[src/rtl/stolic_link_if.sv]
// Word channel bundle between a sending tile, the link buffer and the
// receiving tile. The link itself connects through the slave modport.
interface stolic_link_if #(
    parameter int DEPTH = 4,
    parameter int DW    = 32
);
    localparam int AW = $clog2(DEPTH);

    logic          wr_tgl;
    logic [DW-1:0] wr_data;
    logic [DW-1:0] rd_data;
    logic          rd_tgl;
    logic          rd_ack_tgl;
    logic [AW:0]   level;
    logic          ovf;
    logic          ovf_clr;
    logic [7:0]    drop_cnt;

    // Tile side: offers words, acknowledges them and reads status
    modport master (
        output wr_tgl, wr_data, rd_ack_tgl, ovf_clr,
        input  rd_data, rd_tgl, level, ovf, drop_cnt
    );

    // Link side
    modport slave (
        input  wr_tgl, wr_data, rd_ack_tgl, ovf_clr,
        output rd_data, rd_tgl, level, ovf, drop_cnt
    );
endinterface

[src/rtl/stolic_link.sv]
// Toggle-handshake word FIFO between two adjacent systolic tiles.
// A sender toggle edge offers one word; a word is presented on rd_data with a
// rd_tgl flip and is considered consumed once rd_ack_tgl matches rd_tgl.
module stolic_link #(
    parameter int DEPTH = 4,
    parameter int DW    = 32
) (
    input  logic           wb_clk,
    input  logic           wb_rst,
    stolic_link_if.slave   bus
);
    localparam int AW = $clog2(DEPTH);
    localparam logic [AW:0]   LVL_FULL = (AW+1)'(DEPTH);
    localparam logic [AW:0]   LVL_ONE  = (AW+1)'(1);
    localparam logic [AW-1:0] PTR_ONE  = AW'(1);

    logic [DW-1:0] mem [DEPTH];

    logic          wr_tgl_q_reg;
    logic          rd_tgl_reg;
    logic [DW-1:0] rd_data_reg;
    logic [AW:0]   level_reg;
    logic [AW:0]   level_next;
    logic [AW-1:0] wptr_reg;
    logic [AW-1:0] rptr_reg;
    logic          ovf_reg;
    logic [7:0]    drop_cnt_reg;

    logic wr_ev;
    logic out_busy;
    logic full;
    logic pop;
    logic push;
    logic drop;

    // A full FIFO still accepts a word when a pop frees a slot on the same edge
    always_comb begin
        wr_ev    = bus.wr_tgl ^ wr_tgl_q_reg;
        out_busy = rd_tgl_reg != bus.rd_ack_tgl;
        full     = level_reg == LVL_FULL;
        pop      = !out_busy && (level_reg != '0);
        push     = wr_ev && (!full || pop);
        drop     = wr_ev && full && !pop;
    end

    // Occupancy after this cycle's push and pop
    always_comb begin
        level_next = level_reg;
        if (push && !pop) begin
            level_next = level_reg + LVL_ONE;
        end else if (pop && !push) begin
            level_next = level_reg - LVL_ONE;
        end
    end

    // Storage array, no reset so it can map onto RAM; a same-address read
    // during a full-and-pop cycle returns the old word, as required
    always_ff @(posedge wb_clk) begin
        if (push) begin
            mem[wptr_reg] <= bus.wr_data;
        end
    end

    // Handshake, pointer and occupancy state; reset resynchronises both toggles
    // to the tiles' current levels so nothing appears pending on release
    always_ff @(posedge wb_clk) begin
        if (wb_rst) begin
            wr_tgl_q_reg <= bus.wr_tgl;
            rd_tgl_reg   <= bus.rd_ack_tgl;
            rd_data_reg  <= '0;
            level_reg    <= '0;
            wptr_reg     <= '0;
            rptr_reg     <= '0;
        end else begin
            wr_tgl_q_reg <= bus.wr_tgl;
            level_reg    <= level_next;
            if (push) begin
                wptr_reg <= wptr_reg + PTR_ONE;
            end
            if (pop) begin
                rd_data_reg <= mem[rptr_reg];
                rptr_reg    <= rptr_reg + PTR_ONE;
                rd_tgl_reg  <= ~rd_tgl_reg;
            end
        end
    end

    // Drop status; a drop coinciding with a clear leaves exactly one drop recorded
    always_ff @(posedge wb_clk) begin
        if (wb_rst) begin
            ovf_reg      <= 1'b0;
            drop_cnt_reg <= '0;
        end else if (bus.ovf_clr) begin
            ovf_reg      <= drop;
            drop_cnt_reg <= drop ? 8'd1 : 8'd0;
        end else if (drop) begin
            ovf_reg <= 1'b1;
            if (drop_cnt_reg != 8'hFF) begin
                drop_cnt_reg <= drop_cnt_reg + 8'd1;
            end
        end
    end

    assign bus.rd_data  = rd_data_reg;
    assign bus.rd_tgl   = rd_tgl_reg;
    assign bus.level    = level_reg;
    assign bus.ovf      = ovf_reg;
    assign bus.drop_cnt = drop_cnt_reg;
endmodule

[src/flat_wrapper.sv]
// flat-port wrapper written by rule: the top's interface ports become plain ports
module stolic_link_flat 
#(
    parameter int DEPTH = 4,
    parameter int DW    = 32
)
  (wb_clk, wb_rst, bus_wr_tgl, bus_wr_data, bus_rd_ack_tgl, bus_ovf_clr, bus_rd_data, bus_rd_tgl, bus_level, bus_ovf, bus_drop_cnt);
  stolic_link_if #(.DEPTH(DEPTH), .DW(DW)) bus_i ();
  input  logic wb_clk;
  input  logic wb_rst;
  input wire logic [$bits(bus_i.wr_tgl)-1:0] bus_wr_tgl;
  input wire logic [$bits(bus_i.wr_data)-1:0] bus_wr_data;
  input wire logic [$bits(bus_i.rd_ack_tgl)-1:0] bus_rd_ack_tgl;
  input wire logic [$bits(bus_i.ovf_clr)-1:0] bus_ovf_clr;
  output wire logic [$bits(bus_i.rd_data)-1:0] bus_rd_data;
  output wire logic [$bits(bus_i.rd_tgl)-1:0] bus_rd_tgl;
  output wire logic [$bits(bus_i.level)-1:0] bus_level;
  output wire logic [$bits(bus_i.ovf)-1:0] bus_ovf;
  output wire logic [$bits(bus_i.drop_cnt)-1:0] bus_drop_cnt;
  assign bus_i.wr_tgl = bus_wr_tgl;
  assign bus_i.wr_data = bus_wr_data;
  assign bus_i.rd_ack_tgl = bus_rd_ack_tgl;
  assign bus_i.ovf_clr = bus_ovf_clr;
  assign bus_rd_data = bus_i.rd_data;
  assign bus_rd_tgl = bus_i.rd_tgl;
  assign bus_level = bus_i.level;
  assign bus_ovf = bus_i.ovf;
  assign bus_drop_cnt = bus_i.drop_cnt;
  stolic_link #(.DEPTH(DEPTH), .DW(DW)) u_core (.wb_clk(wb_clk), .wb_rst(wb_rst), .bus(bus_i));
endmodule
[config.mk]
export PLATFORM = sky130hd
export DESIGN_NAME = stolic_link_flat
export DESIGN_NICKNAME = d
export VERILOG_FILES = /design/src/rtl/stolic_link_if.sv /design/src/rtl/stolic_link.sv /design/src/flat_wrapper.sv
export SDC_FILE = /design/constraint.sdc
export NUM_CORES = 1
export LEC_CHECK = 0
export BUFFER_PORTS_ARGS = -buffer_cell sky130_fd_sc_hd__buf_2
export CAP_MARGIN = 15
export CELL_PAD_IN_SITES_DETAIL_PLACEMENT = 0
export CELL_PAD_IN_SITES_GLOBAL_PLACEMENT = 1
export CORE_MARGIN = 2
export CORE_UTILIZATION = 34
export CTS_CLUSTER_SIZE = 40
export DETAILED_ROUTE_END_ITERATION = 16
export PLACE_DENSITY_LB_ADDON = 0.2
export SYNTH_ARGS = -nofsm -noshare
export SYNTH_HDL_FRONTEND = slang
export SYNTH_SLANG_ARGS = --single-unit
[constraint.sdc]
create_clock -name wb_clk -period 2.46 [get_ports wb_clk]
set_clock_uncertainty 0.05 [all_clocks]
set_input_delay 0.123 -clock wb_clk [delete_from_list [all_inputs] [get_ports wb_clk]]
set_output_delay 0.123 -clock wb_clk [all_outputs]
set_load 0.02 [all_outputs]
# After elaboration in Yosys (flattened, before gate mapping)

Memory sizes are Yosys's and may differ from the RTL's. A register that Yosys moved wholly into a read port is not among the register bits.
Cells that the tools add are included.

Bits in latches: 0
Bits of input ports: 37
Output and inout port bits: 45
Bits in read-only memories: 0
RAM bits: 128
Word-level logic and storage cells: 47
Memories: 1
Register bits after elaboration: 18

Memories:

| memory     | depth | width | read ports | clocked after Yosys merged registers in | wr ports | line              | RTL |
|---|---|---|---|---|---|---|---|
| u_core.mem | 4     | 32    | 1          | 1                                       | 1        | stolic_link.sv:17 | `logic [DW-1:0] mem [DEPTH];` |

Multipliers: 0
Shifts and indexed selects: 0
Reduce and logical (&&, ||, !) cells: 17
Add/subtract/negate cells: 5
Eq/ne operators: 3
Bitwise gates (word level): 2
Divide/modulo/power cells: 0
Mux-type cells: 12
Order comparisons: 0

Operators with widths:

| kind                                              | number |
|---|---|
| 2-to-1 mux 8 bit                                  | 3 |
| adder 8 x 1 -> 8 bit (second input constant)      | 1 |
| inequality test 8 bit (second input constant)     | 1 |
| nonzero test 2 bit                                | 4 |
| 2-to-1 mux 1 bit                                  | 7 |
| logical AND 1 bit                                 | 6 |
| 2-to-1 mux 3 bit                                  | 2 |
| adder 2 x 1 -> 2 bit (second input constant)      | 2 |
| logical NOT 1 bit                                 | 4 |
| adder 3 x 1 -> 3 bit (second input constant)      | 1 |
| == test 3 bit (second input constant)             | 1 |
| nonzero test 3 bit                                | 1 |
| subtractor 3 x 1 -> 3 bit (second input constant) | 1 |
| AND reduction 2 bit                               | 1 |
| logical OR 1 bit                                  | 1 |
| inequality test 1 bit                             | 1 |
| inverter 1 bit                                    | 1 |
| XOR 1 bit                                         | 1 |

# Logic depth before layout (Yosys ltp)

Depth in word-level cells: 9
Depth in mapped cells: 10
Gate-level depth less buffers: 9

# Least setup slack after synthesis

OpenSTA, ideal clock, no wires.

Path kind: register to register
Start: register u_core.rd_tgl_reg (netlist: u_core.bus.rd_tgl)
End: register u_core.level_reg[2] (netlist: u_core.bus.level[2])
Path buffers: 1
Required time: 2340 ps
Library setup time: 70 ps
Stages on the path, launching flop included: 11
Arrival: 2551 ps
Period minus slack after synthesis: 2671 ps
Slack: -211 ps
Path through: edfxtp_1 xor2_1 nor2_1 clkinv_1 clkbuf_1 ha_1 inv_1 fa_1 xor2_1 or3_1 a21oi_1

Cells in the longest elaborated chain, start to end: 8
Elaborated cells on any way between the ends: 11
Classes of those cells: eq/ne: 1; mux: 1; reduce/logical: 9

RTL lines:

| what                         | line              | RTL |
|---|---|---|
| start, declared              | stolic_link.sv:20 | `logic rd_tgl_reg;` |
| start signal, assigned       | stolic_link.sv:69 | `rd_tgl_reg <= bus.rd_ack_tgl;` |
| start signal, assigned       | stolic_link.sv:83 | `rd_tgl_reg <= ~rd_tgl_reg;` |
| inequality test 1 bit (*)    | stolic_link.sv:39 | `out_busy = rd_tgl_reg != bus.rd_ack_tgl;` |
| logical NOT 1 bit (*)        | stolic_link.sv:41 | `pop = !out_busy && (level_reg != '0);` |
| logical AND 1 bit (*)        | stolic_link.sv:41 |  |
| logical OR 1 bit             | stolic_link.sv:42 | `push = wr_ev && (!full \|\| pop);` |
| logical AND 1 bit            | stolic_link.sv:42 |  |
| logical NOT 1 bit            | stolic_link.sv:51 | `end else if (pop && !push) begin` |
| logical AND 1 bit            | stolic_link.sv:51 |  |
| nonzero test 2 bit (no line) | -                 |  |
| end signal, assigned         | stolic_link.sv:76 | `level_reg <= level_next;` |
| end, declared                | stolic_link.sv:22 | `logic [AW:0] level_reg;` |

Mark *: on every way between the ends. The rest lies on a longest branch, timed or not.
A chain may end at the register's enable or synchronous reset.

# Worst setup path in the final report

Start: register u_core.level_reg[0] (netlist: u_core.bus.level[0])
End: register u_core.level_reg[2] (netlist: u_core.bus.level[2])

Cells in the longest elaborated chain, start to end: 7
Elaborated cells on any way between the ends: 15
Classes of those cells: add/sub: 2; eq/ne: 1; mux: 2; reduce/logical: 10

RTL lines:

| what |
|---|
| parallel branches: the longest is 7 deep, another holds subtractor 3 x 1 -> 3 bit |

Parallel ways; which one is timed is not known. The select of a mux whose other input is x is not followed.

==> qor.txt <==
Max VDD drop: 0.0005184 V
Synthesized area: 6635 sq um
Crit-path cells: nor3_1, nor2_4, clkinv_2, ha_1, inv_1, fa_1, xor2_1, or3_1, a21oi_1
Initial antenna violation count: 0
Dpl cells: 755
Mapped Avg Cell Area: 16.10 sq um
Power Dens Cells: 1020 nW/um^2
IO Count: 82
Final period util: 92.66%
Reg power frac: 45.1%
Port bufs: 81
Remaining DRCs: 0
Min cycle time layout: 2.279 ns
Xor/xnor share of the synthesized area: 1.056%
Setup TNS: 0 ns
Leakage: 3.008 nW
Biggest area consumer among synthesized cells: edfxtp_1
H-tree Lvls: 4
GRT Resource Usage Total: 13.81%
Die Span Y: 143.7 microns
Yosys cell types: 38
CTS Buffer Depth: 2
Min-delay worst type: input pin to flop
Place WS: 0.1678 ns
Slowest-stage cell, CP: nor3_1
First-pass GRT wire length: 20.98 mm
Worst R2R Setup Slack: 0.18 ns
Max-slew violations: 0
Number of synthesized flops with an enable pin: 129
RSZ-0062 raised after global routing: false
Crit path kind: flop to flop
Switch Pwr: 2.523 mW
Worst path top cell family by delay: simple AND/OR/NAND/NOR gates
Post-synth top area share: 58.38%
Post-synthesis sequential area ratio: 73.17%
Combinational power share: 23.8%
WL/cell: 16.33 microns
Final setup margin: 0.1807 ns
Router iterations before antenna repair: 4
Share of cells above drive strength 1: 31.29%
CP endpoint kind: flop
Via density: 4.632
Root Buffer: clkbuf_16
Final hold vios: 0
Multi-input logic area: 1693 sq um
Rel. slew slack: 57.77%
Peak Freq: 438.7 MHz
Adder-cell area share of the yosys netlist: 1.433%
Net switching share of the total power: 29.24%
Post-synth net total: 456
Cell Count, Final, Fillers Out: 821
Register area: 4857 sq um
Die X: 143.7 microns
Clock transition at the registers of the reported paths: 0.07 ns
Resized Gates After CTS: 0
Worst Path Max Fanout: 5
CTS buffer count: 17
Post-Syn Instances: 412
Yosys Warn Count: 0
Final setup fails: 0
CTS Sinks: 178
Run status: completed
Initial core utilization: 34.32%
Post-DRT Antenna Nets: 0
Detailed router's first-iteration violation count: 232
Compound-cell area share of the yosys netlist: 4.413%
P_int: 6.106 mW
Max reg flops: 128
Area Overhead vs Synth: 27.46%
Site Rows: 51
Routed vias: 3,803
Synth Flop Type: edfxtp_1
Largest family of logic cells by synthesized area: multiplexers
DP Wirelength: 8.609 mm
Clock power frac: 31.1%
CTS tree: yes
Area contributors post-synth: edfxtp_1, dfxtp_1, mux4_2
CP Buf/Inv Count: 2
Core area: 19,330 sq um
Final Wtd Congestion: 0.7342
Number of global-route vias before repair: 3,859
Mux contribution to synthesized area: 11.31%
Synthesized flop and latch total: 178
ANT cells: 0
Post-synthesis simple-gate area fraction: 6.939%
Pwr Total: 8.629 mW
Post-synth ARST share: 0%
Worst slew pin tran: 0.6335 ns
Most numerous cell in the Yosys netlist: edfxtp_1
CP arrival: 2.58 ns
Required @ worst endpoint: 2.76 ns
Top cells by count, synth: edfxtp_1, nand2_1, dfxtp_1, a21oi_1, mux4_2
Max-cap violations: 0
Final Core Density: 43.74%
Gr ovfl total: 0
Largest net degree at the start of global routing: 34
Die area: 20,650 sq um
Clk_lat worst skew: 0.42 ns
NumNets Final: 587
Final wirelength: 13.41 mm
Element type at the critical path start: flop
CP peak stage delay: 0.45 ns
FILL cells: 1,775
cells in the final DEF, fill, tap and decap left out, types with 3 or more instances in the layout:
| cell | instances |
|---|---|
| mux4_2 | 32 |
| nand3_1 | 5 |
| buf_12 | 6 |
| buf_4 | 12 |
| nor2_1 | 10 |
| edfxtp_1 | 129 |
| xnor2_1 | 5 |
| clkbuf_16 | 17 |
| ha_1 | 6 |
| clkinv_2 | 4 |
| dfxtp_1 | 47 |
| buf_2 | 81 |
| dlygate4sd3_1 | 34 |
| inv_1 | 6 |
| inv_6 | 3 |
| a21oi_1 | 37 |
| nor3b_1 | 4 |
| and2_2 | 4 |
| nor3_1 | 3 |
| nand2_1 | 67 |
| clkinvlp_4 | 3 |
| mux2i_1 | 3 |
layer usage:
layer / share of wire, % / track usage (%) / vias to the layer above / wire, microns
met1: 46 / 17.83 / 1905 / 6149
met3: 3.3 / 3.699 / 15 / 448
met4: 1.5 / 4.489 / 0 / 195
met2: 49 / 22.76 / 70 / 6612
met5: 0 / 0 / - / 0
li1: - / - / 1813 / -
what timing repair did:
action                                  CTS  global route
hold buffers                             34             0
buffers inserted                          0             0
endpoints found under the hold margin   133             0
endpoints found under the setup margin    0             1
worst paths after layout:
check,startpoint,endpoint,cells past startpoint
max,u_core.bus.level[0],u_core.bus.level[2],9
min reg2reg,u_core.bus.rd_data[2],u_core.bus.rd_data[2],2
max reg2reg,u_core.bus.level[0],u_core.bus.level[2],9
min,bus_rd_ack_tgl,u_core.bus.rd_tgl,3
layout make-up:
cell class | count | share of cell area (%)
inverter | 7 | 0.3255
timing repair buffer | 133 | 11.30
multi-input combinational | 206 | 20.02
tap | 265 | 3.921
sequential | 178 | 57.43
clock buffer | 18 | 5.193
clock inverter | 14 | 1.805
metrics by stage:
step,area (sq um),hold WS (ns)
2_1_floorplan,6665,0.1007
3_5_place_dp,7525,0.2023
6_report,8457,0.06519
5_1_grt,8457,0.05651
3_3_place_gp,7525,0.2012
4_1_cts,8457,0.04975
cells by family (layout without fill, tap and decap cells):
logic type | Yosys count | in the layout
XOR/XNOR | 8 | 8
adder cells (fa/ha/maj) | 7 | 7
multiplexers | 35 | 35
AO/OA/AOI/OAI | 51 | 51
buffers and inverters | 28 | 172
AND/OR/NAND/NOR | 105 | 105
flip-flops | 178 | 178
power by group through the flow:
stage	clock network [mW]	logic (mW)	registers [mW]
detailed placement	0	2.08	3.96
global route	2.90	2.27	3.94
floorplan	0	1.20	4.10
finish	2.68	2.06	3.89
global placement	0	2.06	3.94
CTS	2.77	2.13	3.90
tightest hold or removal path, stage by stage:
cell,delay (ns)
buf_2,0.14
inv_1,0.05
mux2i_1,0.05
Note: power is estimated with default switching activity, not from simulation.
